**src/rtl/sd_spi_cmd_engine.sv**
```systemverilog
// sd_spi_cmd_engine: SPI-mode SD card command engine (power-up clocks, CRC7 command framing, response capture).
// Ports:
//   clk, rst_n                 system clock, asynchronous active-low reset
//   init_req                   start the power-up dummy-clock sequence (IDLE only)
//   cmd_valid/cmd_ready        command handshake; cmd_index, cmd_arg, resp_len, fast_mode latched on accept
//   resp_valid                 one-cycle completion pulse with resp_data (right-aligned) and resp_timeout
//   busy                       inverse of cmd_ready
//   sd_cclk, sd_mosi_cmd, sd_cs, sd_miso_data   SPI mode 0 card interface
module sd_spi_cmd_engine #(
   parameter int CLK_HZ        = 100000000,
   parameter int INIT_HZ       = 400000,
   parameter int FAST_HZ       = 25000000,
   parameter int TIMEOUT_BYTES = 8,
   parameter int DUMMY_CLOCKS  = 80
) (
   input  logic        clk,
   input  logic        rst_n,
   input  logic        init_req,
   input  logic        cmd_valid,
   output logic        cmd_ready,
   input  logic [5:0]  cmd_index,
   input  logic [31:0] cmd_arg,
   input  logic [2:0]  resp_len,
   input  logic        fast_mode,
   output logic        resp_valid,
   output logic [39:0] resp_data,
   output logic        resp_timeout,
   output logic        busy,
   output logic        sd_cclk,
   output logic        sd_mosi_cmd,
   input  logic        sd_miso_data,
   output logic        sd_cs
);
   typedef enum logic [2:0] {IDLE, DUMMY, SEND, WAIT_RESP, RECV, TRAIL, DONE} state_t;
   localparam logic [15:0] HP_INIT = 16'(CLK_HZ / (2 * INIT_HZ));
   localparam logic [15:0] HP_FAST = 16'(CLK_HZ / (2 * FAST_HZ));
   localparam logic [15:0] N_DUMMY = 16'(DUMMY_CLOCKS);
   localparam logic [15:0] N_TMO   = 16'(TIMEOUT_BYTES * 8);
   state_t      state_q, state_d;
   logic [15:0] div_q, div_d, cnt_q, cnt_d;
   logic        cclk_q, cclk_d, fast_q, fast_d, tmo_q, tmo_d, resp_tmo_q, resp_tmo_d;
   logic [2:0]  len_q, len_d;
   logic [55:0] sh_q, sh_d;
   logic [39:0] resp_q, resp_d;
   logic        active, tick, rise, fall;

   function automatic logic [6:0] crc7(input logic [39:0] m);
      logic [6:0] c;
      logic       fb;
      c = '0;
      for (int i = 39; i >= 0; i--) begin
         fb = m[i] ^ c[6];
         c  = {c[5:0], 1'b0} ^ (fb ? 7'h09 : 7'h00);
      end
      return c;
   endfunction

   // The divider only runs while a transfer is on the wire; an edge event toggles sd_cclk.
   assign active = !(state_q inside {IDLE, DONE});
   assign tick   = div_q == (fast_q ? HP_FAST : HP_INIT) - 16'd1;
   assign rise   = tick & ~cclk_q;
   assign fall   = tick & cclk_q;

   always_comb begin
      state_d    = state_q;
      div_d      = active ? (tick ? '0 : div_q + 16'd1) : '0;
      cclk_d     = active ? cclk_q ^ tick : 1'b0;
      cnt_d      = cnt_q;
      fast_d     = fast_q;
      len_d      = len_q;
      sh_d       = sh_q;
      tmo_d      = tmo_q;
      resp_d     = resp_q;
      resp_tmo_d = resp_tmo_q;
      case (state_q)
         IDLE: begin
            cnt_d = '0;
            if (init_req) begin
               state_d = DUMMY;
               fast_d  = fast_mode;
            end else if (cmd_valid) begin
               state_d = SEND;
               fast_d  = fast_mode;
               len_d   = (resp_len == 3'd0) ? 3'd1 : (resp_len > 3'd5) ? 3'd5 : resp_len;
               sh_d    = {8'hFF, 2'b01, cmd_index, cmd_arg, crc7({2'b01, cmd_index, cmd_arg}), 1'b1};
               tmo_d   = 1'b0;
            end
         end
         DUMMY: if (fall) begin
            cnt_d = cnt_q + 16'd1;
            if (cnt_q == N_DUMMY - 16'd1) begin
               state_d    = DONE;
               cnt_d      = '0;
               resp_tmo_d = 1'b0;
            end
         end
         SEND: if (fall) begin
            sh_d  = {sh_q[54:0], 1'b0};
            cnt_d = cnt_q + 16'd1;
            if (cnt_q == 16'd55) begin
               state_d = WAIT_RESP;
               cnt_d   = '0;
            end
         end
         // The shift register is reused for reception; the start bit seeds it with a single 0.
         WAIT_RESP: if (rise) begin
            cnt_d = cnt_q + 16'd1;
            if (!sd_miso_data) begin
               state_d = RECV;
               cnt_d   = 16'd1;
               sh_d    = '0;
            end else if (cnt_q == N_TMO - 16'd1) begin
               state_d = TRAIL;
               cnt_d   = '0;
               tmo_d   = 1'b1;
               sh_d    = '1;
            end
         end
         RECV: if (rise) begin
            sh_d  = {sh_q[54:0], sd_miso_data};
            cnt_d = cnt_q + 16'd1;
            if (cnt_q + 16'd1 == {10'd0, len_q, 3'b0}) begin
               state_d = TRAIL;
               cnt_d   = '0;
            end
         end
         // Entered right after a rising edge, so the pending falling edge is not a trail clock.
         TRAIL: begin
            cnt_d = cnt_q + {15'd0, rise};
            if (fall && cnt_q == 16'd8) begin
               state_d    = DONE;
               cnt_d      = '0;
               resp_d     = sh_q[39:0];
               resp_tmo_d = tmo_q;
            end
         end
         DONE:    state_d = IDLE;
         default: state_d = IDLE;
      endcase
   end

   always_ff @(posedge clk or negedge rst_n) begin
      if (!rst_n) begin
         state_q    <= IDLE;
         div_q      <= '0;
         cnt_q      <= '0;
         cclk_q     <= 1'b0;
         fast_q     <= 1'b0;
         len_q      <= 3'd1;
         sh_q       <= '0;
         tmo_q      <= 1'b0;
         resp_q     <= '0;
         resp_tmo_q <= 1'b0;
      end else begin
         state_q    <= state_d;
         div_q      <= div_d;
         cnt_q      <= cnt_d;
         cclk_q     <= cclk_d;
         fast_q     <= fast_d;
         len_q      <= len_d;
         sh_q       <= sh_d;
         tmo_q      <= tmo_d;
         resp_q     <= resp_d;
         resp_tmo_q <= resp_tmo_d;
      end
   end

   assign cmd_ready    = state_q == IDLE;
   assign busy         = ~cmd_ready;
   assign resp_valid   = state_q == DONE;
   assign resp_data    = resp_q;
   assign resp_timeout = resp_tmo_q;
   assign sd_cclk      = cclk_q;
   assign sd_cs        = !(state_q inside {SEND, WAIT_RESP, RECV, TRAIL});
   assign sd_mosi_cmd  = (state_q == SEND) ? sh_q[55] : 1'b1;
endmodule

```
**config.mk**
```make
export PLATFORM = sky130hd
export DESIGN_NAME = sd_spi_cmd_engine
export DESIGN_NICKNAME = d
export VERILOG_FILES = /design/src/rtl/sd_spi_cmd_engine.sv
export SDC_FILE = /design/constraint.sdc
export NUM_CORES = 1
export LEC_CHECK = 0
export CAP_MARGIN = 25
export CORE_AREA = 2 2 157 113
export DETAILED_ROUTE_END_ITERATION = 16
export DIE_AREA = 0 0 159 115
export PLACE_DENSITY = 0.78
export SYNTH_ARGS = -nofsm -noshare
export SYNTH_HDL_FRONTEND = slang
export SYNTH_SLANG_ARGS = --single-unit
```
**constraint.sdc**
```tcl
create_clock -name clk -period 8.5 [get_ports clk]
set_input_delay 1.7 -clock clk [delete_from_list [all_inputs] [get_ports clk]]
set_output_delay 1.7 -clock clk [all_outputs]
set_load 0.05 [all_outputs]
```
==> impl_metrics.toml <==
[run_status]
outcome = "complete, no violations"

[cells_and_area]
postLayoutCellArea_um2 = 9300
syn_to_final_growth_pct = 22.1
final_util_pct = 55.3
nets = 896
diodes = 0
drive_above_1_share_pct = 12.5

[floorplanning]
ioPinCount = 94
die_h_um = 115
dieWidth_um = 159
core_area_um2 = 16800
start_util_pct = 45.3
die_area_um2 = 18300
std_cell_rows = 40

[sta]
fin_skew_ns = 0.0114
max_freq_ghz = 0.225
rsz0062_at_grt = "false"
slew_violations = 0
period_share_pct = 52.4
period_minus_slack_ns = 4.45
fin_setup_tns_ns = 0
worst_pin_slew_ns = 0.994
setup_viol = 0
hold_violations = 0
relSlewSlack_pct = 33.7

[clock_network]
tritoncts = "yes"
path_clk_slew_ns = 0.06
cts_resized = 0
clk_latency_ns = 0.42
cts-root-buf = "clkbuf_16"
cts_buffers = 17
cts.sinks = 138
clockBufferDepth = 2
cts_setup_buffers = 0
holdBufCountCts = 0
htree_levels = 4

[logic_synthesis]
synth-edff-count = 0
synth_area_per_cell_um2 = 9.76
synth_area_um2 = 7620
syn-num-nets = 834
async_flop_share_pct = 100
ys_ff_latch = 138
netlist_instances = 780
ys.flop_type = "dfrtp_1"
synth_seq_area_share_pct = 45.4
synth_cell_types = 58
yosysWarnings = 0

[power_and_ir_drop]
powerDensity_nw_per_um2 = 333
vdd.ir_drop.worst_uv = 183
leakagePower_nw = 3.80

[place]
placed_area_um2 = 8670
io_buffers = 93
gp_congestion = 0.919
dp_hpwl_um = 12800

[critical_path]
worstPathMaxFanout = 20
required_ns = 6.80
start_kind = "register"
r2r-start = "cnt_q[0]"
path_class = "register to primary output"
regToRegSetupSlack_ns = 4.39
crit_arrival_ns = 2.75
cp-startpoint = "state_q[2]"
cp-end-kind = "primary output"

[route]
drt_first_pass_iters = 5
viasPerCell = 5.76
drc = 0
drt_iter0_drc = 563
wl_per_cell_um = 17.7
num_vias = 6255
ant_nets = 0
wl_um = 19200

[global_routing]
grt_pass1_wl_um = 31500
met1_usage_pct = 32.0
grt-ovfl-total = 0
busiest_layer = "met1"
grt_pass1_vias = 5829
met2_usage_pct = 31.2
grt_util_met3_pct = 6.20
grt_antenna_before_repair = 0
grt_use_total_pct = 21.5
grt_max_degree = 115

[worst_hold_path]
hold_path.class = "register to register"
hold_start = "resp_timeout"

[job]
cap_violations = 0
==> registers in the layout, summed over array words and instances, names as in the netlist <==
register,cells
cnt_q,16
div_q,16
fast_q,1
len_q,3
resp_data,40
resp_timeout,1
sd_cclk,1
sh_q,56
state_q,3
tmo_q,1
==> cell type report <==
type,count,area [um2]
fill,1458,7510
multi-input combinational,574,3910
sequential,138,3450
timing repair buffer,101,1030
clock buffer,18,429
tap,231,289
clock inverter,13,145
inverter,10,37.5
==> metrics by stage <==
stage / power (mW) / hold WS, ns / instances / setup slack (ns)
floorplan: 2.02 / 0.447 / 780 / 4.71
global placement: 2.31 / 0.468 / 1052 / 4.02
global route: 3.29 / 0.520 / 1085 / 3.91
detailed placement: 2.34 / 0.478 / 1052 / 3.89
finish: 3.09 / 0.480 / 1085 / 4.05
CTS: 3.08 / 0.492 / 1083 / 4.05
==> path summary, 6_finish.rpt <==
check                                end  cells after the start
min                         resp_timeout                      2
max in group asynchronous  resp_data[23]                      3
max                                sd_cs                      3
min in group asynchronous       cnt_q[6]                      1
max reg2reg                    cnt_q[14]                     11
min reg2reg                 resp_timeout                      2
==> critical path: stages, from the launching register on <==
cell and delay, ns:
dfrtp_1 0.77, nor2b_1 0.25, nor2_1 0.42, clkdlybuf4s50_1 0.89
==> synth_stat cells (all sizes together) (3+ instances only) <==
| master | number | area, um2 |
|---|---|---|
| dfrtp | 137 | 3430 |
| nor2 | 96 | 360 |
| a21oi | 83 | 415 |
| xnor2 | 52 | 508 |
| nand2 | 48 | 183 |
| clkbuf | 44 | 166 |
| a221oi | 42 | 368 |
| mux2 | 42 | 473 |
| xor2 | 28 | 260 |
| nand3 | 24 | 125 |
| o21ai | 21 | 105 |
| a31oi | 16 | 100 |
| buf | 14 | 76.3 |
| and3 | 10 | 62.6 |
| inv | 10 | 37.5 |
| nand4 | 8 | 50.1 |
| or3 | 8 | 50.1 |
| ha | 7 | 87.6 |
| nor3 | 7 | 35.0 |
| nor4 | 7 | 43.8 |
| or2 | 7 | 43.8 |
| a211oi | 5 | 42.5 |
| and2 | 5 | 31.3 |
| nand2b | 5 | 31.3 |
| o221ai | 5 | 43.8 |
| xnor3 | 5 | 113 |
| a41oi | 4 | 35.0 |
| nor2b | 4 | 25.0 |
| o21a | 4 | 30.0 |
| o22ai | 4 | 25.0 |
| o211ai | 3 | 22.5 |
| o31ai | 3 | 22.5 |
| o32ai | 3 | 26.3 |
==> kinds of logic after synthesis <==
| logic type | after synthesis | synth area share [%] |
|---|---|---|
| simple gates | 234 | 14.2 |
| compound gates | 204 | 17.6 |
| flops | 138 | 45.4 |
| xor+xnor | 85 | 11.6 |
| buf+inv | 68 | 3.68 |
| mux | 44 | 6.47 |
| fa+ha+maj | 7 | 1.15 |
==> where the power goes <==
| group | leakage, nW | internal [mW] | switching [mW] | total, mW |
|---|---|---|---|---|
| logic | 1.77 | 0.566 | 0.798 | 1.36 |
| registers | 1.75 | 0.829 | 0.170 | 0.999 |
| clock network | 0.273 | 0.433 | 0.298 | 0.731 |
==> layer usage <==
layer | vias up | wire length [um]
met5 | - | 0
met2 | 231 | 8330
li1 | 2942 | -
met3 | 18 | 1340
met1 | 3064 | 9320
met4 | 0 | 163
==> layout by cell type, fill, tap and decap left out, types with 10 or more instances in the layout <==
cell type	n
a21oi_1	81
a221oi_1	42
a31oi_1	16
clkbuf_16	17
clkdlybuf4s50_1	92
dfrtp_1	137
inv_1	10
mux2_2	42
nand2_1	47
nand3_1	23
nor2_1	95
o21ai_0	21
xnor2_1	45
xor2_1	26
(Power assumes the default switching activity.)
